### src/rtl/t02_lcd1602_monitor.sv
// Receive-side mirror of an HD44780/LCD1602 write bus: decodes each transaction
// on the falling edge of lcd_en and keeps a copy of the two visible 16-char rows.
module t02_lcd1602_monitor (
  input  logic         clk,
  input  logic         rst,
  input  logic         lcd_en,
  input  logic         lcd_rs,
  input  logic         lcd_rw,
  input  logic [7:0]   lcd_data,
  output logic [127:0] row_1,
  output logic [127:0] row_2,
  output logic [6:0]   cursor,
  output logic         disp_on,
  output logic         ready,
  output logic         wr_pulse,
  output logic         err
);

  localparam logic [127:0] SPACES = {16{8'h20}};

  logic         en_s1_q, en_s2_q, en_s3_q, en_s1_d, en_s2_d, en_s3_d;
  logic         rs_s1_q, rs_s2_q, rs_s1_d, rs_s2_d;
  logic         rw_s1_q, rw_s2_q, rw_s1_d, rw_s2_d;
  logic [7:0]   data_s1_q, data_s2_q, data_s1_d, data_s2_d;
  logic [127:0] row1_q, row1_d, row2_q, row2_d;
  logic [6:0]   ac_q, ac_d;
  logic         id_q, id_d, cg_q, cg_d, disp_q, disp_d;
  logic         ready_q, ready_d, wr_q, wr_d, err_q, err_d;
  logic         fall;

  // DDRAM addresses that exist on a 2-line panel: 0x00-0x27 and 0x40-0x67.
  function automatic logic ac_valid(input logic [6:0] a);
    return (a <= 7'h27) || ((a >= 7'h40) && (a <= 7'h67));
  endfunction

  function automatic logic [6:0] ac_step(input logic [6:0] a, input logic inc);
    logic [6:0] n;
    if (inc) n = a + 7'd1;
    else     n = a - 7'd1;
    if (ac_valid(a)) begin
      if (inc && a == 7'h27)       n = 7'h40;
      else if (inc && a == 7'h67)  n = 7'h00;
      else if (!inc && a == 7'h00) n = 7'h67;
      else if (!inc && a == 7'h40) n = 7'h27;
    end
    return n;
  endfunction

  assign fall = !en_s2_q && en_s3_q;

  always_comb begin
    en_s1_d   = lcd_en;
    en_s2_d   = en_s1_q;
    en_s3_d   = en_s2_q;
    rs_s1_d   = lcd_rs;
    rs_s2_d   = rs_s1_q;
    rw_s1_d   = lcd_rw;
    rw_s2_d   = rw_s1_q;
    data_s1_d = lcd_data;
    data_s2_d = data_s1_q;
    row1_d    = row1_q;
    row2_d    = row2_q;
    ac_d      = ac_q;
    id_d      = id_q;
    cg_d      = cg_q;
    disp_d    = disp_q;
    ready_d   = ready_q;
    err_d     = err_q;
    wr_d      = 1'b0;

    if (fall) begin
      if (!ready_q) begin
        // Until the panel is initialised only a function set is honoured.
        if (!rs_s2_q && !rw_s2_q && data_s2_q[7:5] == 3'b001) ready_d = 1'b1;
      end else if (rw_s2_q) begin
        err_d = 1'b1;
      end else if (!rs_s2_q) begin
        casez (data_s2_q)
          8'b1???????: begin
            ac_d = data_s2_q[6:0];
            cg_d = 1'b0;
            if (!ac_valid(data_s2_q[6:0])) err_d = 1'b1;
          end
          8'b01??????: cg_d    = 1'b1;
          8'b001?????: ready_d = 1'b1;
          8'b0001????: ;
          8'b00001???: disp_d  = data_s2_q[2];
          8'b000001??: id_d    = data_s2_q[1];
          8'b0000001?: begin
            ac_d = 7'h00;
            cg_d = 1'b0;
          end
          8'b00000001: begin
            row1_d = SPACES;
            row2_d = SPACES;
            ac_d   = 7'h00;
            id_d   = 1'b1;
            cg_d   = 1'b0;
          end
          default: ;
        endcase
      end else if (!cg_q) begin
        // Column c sits at bits [8*(15-c)+7 : 8*(15-c)]; 15-c is ~c in 4 bits.
        if (ac_q[6:4] == 3'b000) begin
          row1_d[{~ac_q[3:0], 3'b000} +: 8] = data_s2_q;
          wr_d = 1'b1;
        end else if (ac_q[6:4] == 3'b100) begin
          row2_d[{~ac_q[3:0], 3'b000} +: 8] = data_s2_q;
          wr_d = 1'b1;
        end else if (!ac_valid(ac_q)) begin
          err_d = 1'b1;
        end
        ac_d = ac_step(ac_q, id_q);
      end
    end
  end

  always_ff @(posedge clk) begin
    if (!rst) begin
      en_s1_q   <= 1'b0;
      en_s2_q   <= 1'b0;
      en_s3_q   <= 1'b0;
      rs_s1_q   <= 1'b0;
      rs_s2_q   <= 1'b0;
      rw_s1_q   <= 1'b0;
      rw_s2_q   <= 1'b0;
      data_s1_q <= 8'h00;
      data_s2_q <= 8'h00;
      row1_q    <= SPACES;
      row2_q    <= SPACES;
      ac_q      <= 7'h00;
      id_q      <= 1'b1;
      cg_q      <= 1'b0;
      disp_q    <= 1'b0;
      ready_q   <= 1'b0;
      wr_q      <= 1'b0;
      err_q     <= 1'b0;
    end else begin
      en_s1_q   <= en_s1_d;
      en_s2_q   <= en_s2_d;
      en_s3_q   <= en_s3_d;
      rs_s1_q   <= rs_s1_d;
      rs_s2_q   <= rs_s2_d;
      rw_s1_q   <= rw_s1_d;
      rw_s2_q   <= rw_s2_d;
      data_s1_q <= data_s1_d;
      data_s2_q <= data_s2_d;
      row1_q    <= row1_d;
      row2_q    <= row2_d;
      ac_q      <= ac_d;
      id_q      <= id_d;
      cg_q      <= cg_d;
      disp_q    <= disp_d;
      ready_q   <= ready_d;
      wr_q      <= wr_d;
      err_q     <= err_d;
    end
  end

  assign row_1    = row1_q;
  assign row_2    = row2_q;
  assign cursor   = ac_q;
  assign disp_on  = disp_q;
  assign ready    = ready_q;
  assign wr_pulse = wr_q;
  assign err      = err_q;

endmodule

### config.mk
export PLATFORM = sky130hd
export DESIGN_NAME = t02_lcd1602_monitor
export DESIGN_NICKNAME = d
export VERILOG_FILES = /design/src/rtl/t02_lcd1602_monitor.sv
export SDC_FILE = /design/constraint.sdc
export NUM_CORES = 1
export LEC_CHECK = 0
export BUFFER_PORTS_ARGS = -buffer_cell sky130_fd_sc_hd__buf_2
export CORE_AREA = 5 5 173 175
export CTS_CLUSTER_DIAMETER = 200
export DETAILED_ROUTE_END_ITERATION = 12
export DIE_AREA = 0 0 178 180
export GPL_ROUTABILITY_DRIVEN = 1
export HOLD_SLACK_MARGIN = 0.05
export PLACE_DENSITY = 0.67
export SYNTH_ARGS = -nofsm -noshare
export SYNTH_HDL_FRONTEND = slang
export SYNTH_SLANG_ARGS = --single-unit
### constraint.sdc
create_clock -name clk -period 7.08 [get_ports clk]
set_input_delay 0.708 -clock clk [delete_from_list [all_inputs] [get_ports clk]]
set_output_delay 0.708 -clock clk [all_outputs]
set_load 0.02 [all_outputs]
==> impl_table.tex <==
\begin{tabular}{lr}
\hline
Metric & Value \\
\hline
\multicolumn{2}{l}{\textbf{Place}} \\
\quad Number of placed instances with taps included & 1710 \\
\quad Input/output buffers & 279 \\
\quad Total half-perimeter wirelength after legalization and detailed placement & 26.7 mm \\
\quad Final estimated routing congestion in global placement & 0.922 \\
\quad DP Area & 0.0128 mm² \\
\multicolumn{2}{l}{\textbf{Logic synthesis}} \\
\quad Share of the synthesized area in the top cell type & 52.4\% \\
\quad Leading cell types by total area after synthesis & sky130\_fd\_sc\_hd\_\_dfxtp\_1 (52\%), sky130\_fd\_sc\_hd\_\_a32o\_1 (5.0\%), sky130\_fd\_sc\_hd\_\_nand3\_1 (4.0\%) \\
\quad Synth Register Bits & 292 \\
\quad Proportion of register bits with asynchronous set or reset after synthesis & 0\% \\
\quad Dominant cell type by area after synthesis & sky130\_fd\_sc\_hd\_\_dfxtp\_1 \\
\quad Register area share after synthesis & 52.4\% \\
\quad Cells after synthesis & 1107 \\
\quad Per-instance average area after synthesis & 10.1 µm² \\
\quad Synth unique cells & 79 \\
\quad Post-synth top flop & sky130\_fd\_sc\_hd\_\_dfxtp\_1 \\
\quad Net count of the mapped netlist & 1130 \\
\quad EDFF count, synth & 0 \\
\quad Netlist area before placement & 0.0112 mm² \\
\quad Number of synthesis warnings & 0 \\
\multicolumn{2}{l}{\textbf{Worst setup path}} \\
\quad Kind of critical path & flip-flop to flip-flop \\
\quad CP peak stage delay & 1.06 ns \\
\quad Required time of the worst setup path & 7.53 ns \\
\quad Highest-delay cell along the critical path & sky130\_fd\_sc\_hd\_\_o31ai\_4 \\
\quad Element type at the critical path start & flip-flop \\
\quad Cell Chain, Critical Path & ha\_1, nand2\_2, o31ai\_4, a21oi\_1, o21a\_1, a22o\_1 \\
\quad Worst-path fanout max & 31 \\
\quad Arrival time of data at the critical path endpoint & 4.09 ns \\
\quad Kind of end point of the critical path & flip-flop \\
\multicolumn{2}{l}{\textbf{Power}} \\
\quad Switching component of the power & 0.000727 W \\
\quad Internal portion of total power & 0.00268 W \\
\quad Logic gate share of total power & 2.2\% \\
\quad PwrDens & 246 mW/mm² \\
\quad Register share of total power & 48.7\% \\
\quad Switching Share & 21.4\% \\
\quad Static Leak & 5.86 nW \\
\quad Worst supply voltage drop on vdd & 0.169 mV \\
\quad Clock power share & 49.2\% \\
\multicolumn{2}{l}{\textbf{Clock network}} \\
\quad Number of buffers created by CTS & 30 \\
\quad Max Root-Sink Buffers & 3 \\
\quad \# H-tree levels & 1 \\
\quad TritonCTS Sinks & 292 \\
\quad Quantity of gates resized following cts & 0 \\
\quad Clock transition at the registers of the reported paths & 0.06 ns \\
\quad Cts hold-fix bufs & 0 \\
\quad Clock root buffer master & sky130\_fd\_sc\_hd\_\_clkbuf\_16 \\
\quad Setup bufs post-CTS & 0 \\
\quad TritonCTS clock tree & done \\
\quad Later-pin clock latency in the skew report & 0.57 ns \\
\multicolumn{2}{l}{\textbf{GRT}} \\
\quad Number of antenna violations at the first check in global routing & 0 \\
\quad Via count of the first global-routing pass & 9516 \\
\quad Tot GR Track Use & 22.2\% \\
\quad Global-route met3 utilization & 5.06\% \\
\quad Global-route wire length before repair & 56.8 mm \\
\quad GR Util met2 & 35.3\% \\
\quad GR Util met1 & 30.6\% \\
\quad Busiest metal layer after global routing & met2 \\
\quad Pin count of the biggest net entering global routing & 74 \\
\quad Total grt overflow & 0 \\
\multicolumn{2}{l}{\textbf{Detailed routing}} \\
\quad Via count & 10000 \\
\quad Routed len/inst & 21.2 µm \\
\quad Total Wirelength & 37.4 mm \\
\quad First DRT Iteration DRCs & 906 \\
\quad Detailed-route vias per instance & 5.67 \\
\quad Remaining antenna violation count & 0 \\
\quad Drt drc & 0 \\
\quad Detailed-router iteration count before antenna repair & 5 \\
\multicolumn{2}{l}{\textbf{Timing}} \\
\quad Ratio of final minimum period to clock period & 51.5\% \\
\quad Fin. Hold Viols & 0 \\
\quad Final critical-path required period & 3.65 ns \\
\quad Setup repair after global routing missed its margin & false \\
\quad Worst Clk Skew & 0.0171 ns \\
\quad Max-slew violations & 0 \\
\quad Final setup fails & 0 \\
\quad Setup Total Neg Slack & 0 ns \\
\quad Maximum clock rate & 274 MHz \\
\quad Worst slew margin relative to its limit & 14.5\% \\
\quad Worst slew pin tran & 1.28 ns \\
\multicolumn{2}{l}{\textbf{Floorplanning}} \\
\quad I/O Pins & 280 \\
\quad Standard-cell rows & 62 \\
\quad Die area & 0.0320 mm² \\
\quad Core area & 0.0283 mm² \\
\quad Die height & 180 µm \\
\quad Die Wd & 178 µm \\
\quad Effective utilization at floorplan & 39.4\% \\
\multicolumn{2}{l}{\textbf{Finish}} \\
\quad Post-Layout Cell Count & 1766 \\
\quad Number of antenna repair diodes & 0 \\
\quad Ratio of cells with drive above 1 in the final layout & 27.7\% \\
\quad Fill cell total of the finished layout & 2694 \\
\quad Layout overhead on the synthesized area & 24.2\% \\
\quad Finished layout cell area & 0.0139 mm² \\
\quad NumNets Final & 1381 \\
\multicolumn{2}{l}{\textbf{Outcome}} \\
\quad Result of the run & finished clean \\
\multicolumn{2}{l}{\textbf{Min path}} \\
\quad Class of the tightest hold or removal check & input pin to flip-flop \\
\multicolumn{2}{l}{\textbf{Flow run}} \\
\quad Maximum Capacitance Violations & 0 \\
\hline
\end{tabular}
## kinds of logic after synthesis
| group | Yosys count | share of synthesized area, % |
|---|---|---|
| compound gates | 377 | 26.0 |
| fa+ha+maj | 10 | 1.19 |
| mux | 19 | 1.71 |
| buf+inv | 89 | 3.44 |
| flops | 292 | 52.4 |
| simple gates | 316 | 14.9 |
| xor+xnor | 4 | 0.314 |
## critical path, delay by kind of cell (launching register included)
kind                     cells  cell delay [ns]
AO/OA/AOI/OAI                4             2.03
AND/OR/NAND/NOR              1             0.20
flip-flops                   1             0.72
adder cells (fa/ha/maj)      1             0.59
## final timing paths
check,start,endpoint,slack (ns),depth (start not counted)
worst max-delay path,cursor[0]$_SDFFE_PN0P_,row_2[49]$_SDFFE_PN0P_,3.43,6
worst min-delay path,lcd_rs,rs_s1_q$_SDFF_PN0_,0.35,2
worst max register to register,cursor[0]$_SDFFE_PN0P_,row_2[49]$_SDFFE_PN0P_,3.43,6
worst min register to register,data_s1_q[5]$_SDFF_PN0_,data_s2_q[5]$_SDFF_PN0_,0.42,1
## power groups by stage
| stage | clock network (W) | logic (W) | registers, W |
|---|---|---|---|
| after floorplan | 0 | 0.0000549 | 0.00169 |
| after global placement | 0 | 0.0000734 | 0.00169 |
| final | 0.00167 | 0.0000746 | 0.00166 |
| after detailed placement | 0 | 0.0000744 | 0.00169 |
| after CTS | 0.00170 | 0.0000747 | 0.00166 |
| after global routing | 0.00177 | 0.0000820 | 0.00166 |
## state kept, by name (all words and copies together) (netlist names), 7 cells and up
register	count
row_1	128
cursor	7
row_2	128
data_s1_q	8
data_s2_q	8
## per-layer routing
layer | vias to the layer above | routed length, µm
met4 | 0 | 851
met3 | 59 | 3360
met1 | 4866 | 16200
met2 | 426 | 17000
li1 | 4665 | -
met5 | - | 0
## layout by cell type (no fill, tap or decap), types with 5 or more instances in the layout
master and count:
sky130_fd_sc_hd__o31ai_1 17, sky130_fd_sc_hd__a31oi_1 10, sky130_fd_sc_hd__o31a_1 7, sky130_fd_sc_hd__nand2_1 73
sky130_fd_sc_hd__o21ai_0 68, sky130_fd_sc_hd__or2_2 9, sky130_fd_sc_hd__o22ai_2 10, sky130_fd_sc_hd__dfxtp_1 292
sky130_fd_sc_hd__nand3_1 89, sky130_fd_sc_hd__nor3_1 6, sky130_fd_sc_hd__nand3b_1 5, sky130_fd_sc_hd__bufinv_16 5
sky130_fd_sc_hd__clkbuf_1 10, sky130_fd_sc_hd__clkbuf_16 30, sky130_fd_sc_hd__a22o_1 49, sky130_fd_sc_hd__o32ai_1 14
sky130_fd_sc_hd__a21oi_2 7, sky130_fd_sc_hd__and2_1 26, sky130_fd_sc_hd__a211oi_1 10, sky130_fd_sc_hd__nand2b_1 8
sky130_fd_sc_hd__o21ai_1 9, sky130_fd_sc_hd__buf_2 278, sky130_fd_sc_hd__nor2_1 60, sky130_fd_sc_hd__a32o_1 56
sky130_fd_sc_hd__a21oi_1 50, sky130_fd_sc_hd__inv_1 21, sky130_fd_sc_hd__buf_4 7, sky130_fd_sc_hd__o2bb2ai_1 35
sky130_fd_sc_hd__ha_1 9, sky130_fd_sc_hd__mux2i_1 19
## through the flow
stage	util, %	power (W)	hold slack, ns	setup slack, ns
finish	48.9	0.00340	0.355	3.43
global route	48.9	0.00351	0.346	3.15
CTS	48.9	0.00343	0.344	3.54
floorplan	-	0.00174	0.412	4.66
detailed placement	45.2	0.00177	0.417	3.50
global placement	45.2	0.00177	0.416	3.59
## cell usage after synthesis (3+ instances only)
cell type	n
sky130_fd_sc_hd__xnor2_1	4
sky130_fd_sc_hd__mux2i_1	19
sky130_fd_sc_hd__nor2_1	61
sky130_fd_sc_hd__and2_1	26
sky130_fd_sc_hd__nor2b_1	3
sky130_fd_sc_hd__o31ai_1	18
sky130_fd_sc_hd__a21o_1	4
sky130_fd_sc_hd__a22o_1	49
sky130_fd_sc_hd__o21ai_0	68
sky130_fd_sc_hd__nand2b_1	8
sky130_fd_sc_hd__dfxtp_1	292
sky130_fd_sc_hd__nand2_1	73
sky130_fd_sc_hd__inv_1	21
sky130_fd_sc_hd__nor4_1	3
sky130_fd_sc_hd__o22ai_2	10
sky130_fd_sc_hd__o21a_1	4
sky130_fd_sc_hd__ha_1	9
sky130_fd_sc_hd__a21oi_4	3
sky130_fd_sc_hd__clkbuf_1	36
sky130_fd_sc_hd__nor3_4	4
sky130_fd_sc_hd__buf_1	6
sky130_fd_sc_hd__a32o_1	56
sky130_fd_sc_hd__or3_1	3
sky130_fd_sc_hd__o32ai_1	14
sky130_fd_sc_hd__a21oi_2	7
sky130_fd_sc_hd__a31oi_1	10
sky130_fd_sc_hd__nand3b_1	5
sky130_fd_sc_hd__a211oi_1	10
sky130_fd_sc_hd__or2_2	9
sky130_fd_sc_hd__o31a_1	7
sky130_fd_sc_hd__o2bb2ai_1	35
sky130_fd_sc_hd__a21oi_1	50
sky130_fd_sc_hd__a22oi_1	3
sky130_fd_sc_hd__buf_2	19
sky130_fd_sc_hd__nand3_1	89
sky130_fd_sc_hd__o21ai_1	9
sky130_fd_sc_hd__nor3_1	6
sky130_fd_sc_hd__buf_4	3
## final cells by class
class,count,area (µm²),share of cell area (%)
Sequential cell,292,5850,42.2
Multi-Input combinational cell,726,4940,35.7
Inverter,23,86.3,0.623
Tap cell,384,480,3.47
Clock buffer,44,843,6.09
Timing Repair Buffer,285,1440,10.4
Clock inverter,12,213,1.54
(Power assumes the default switching activity.)
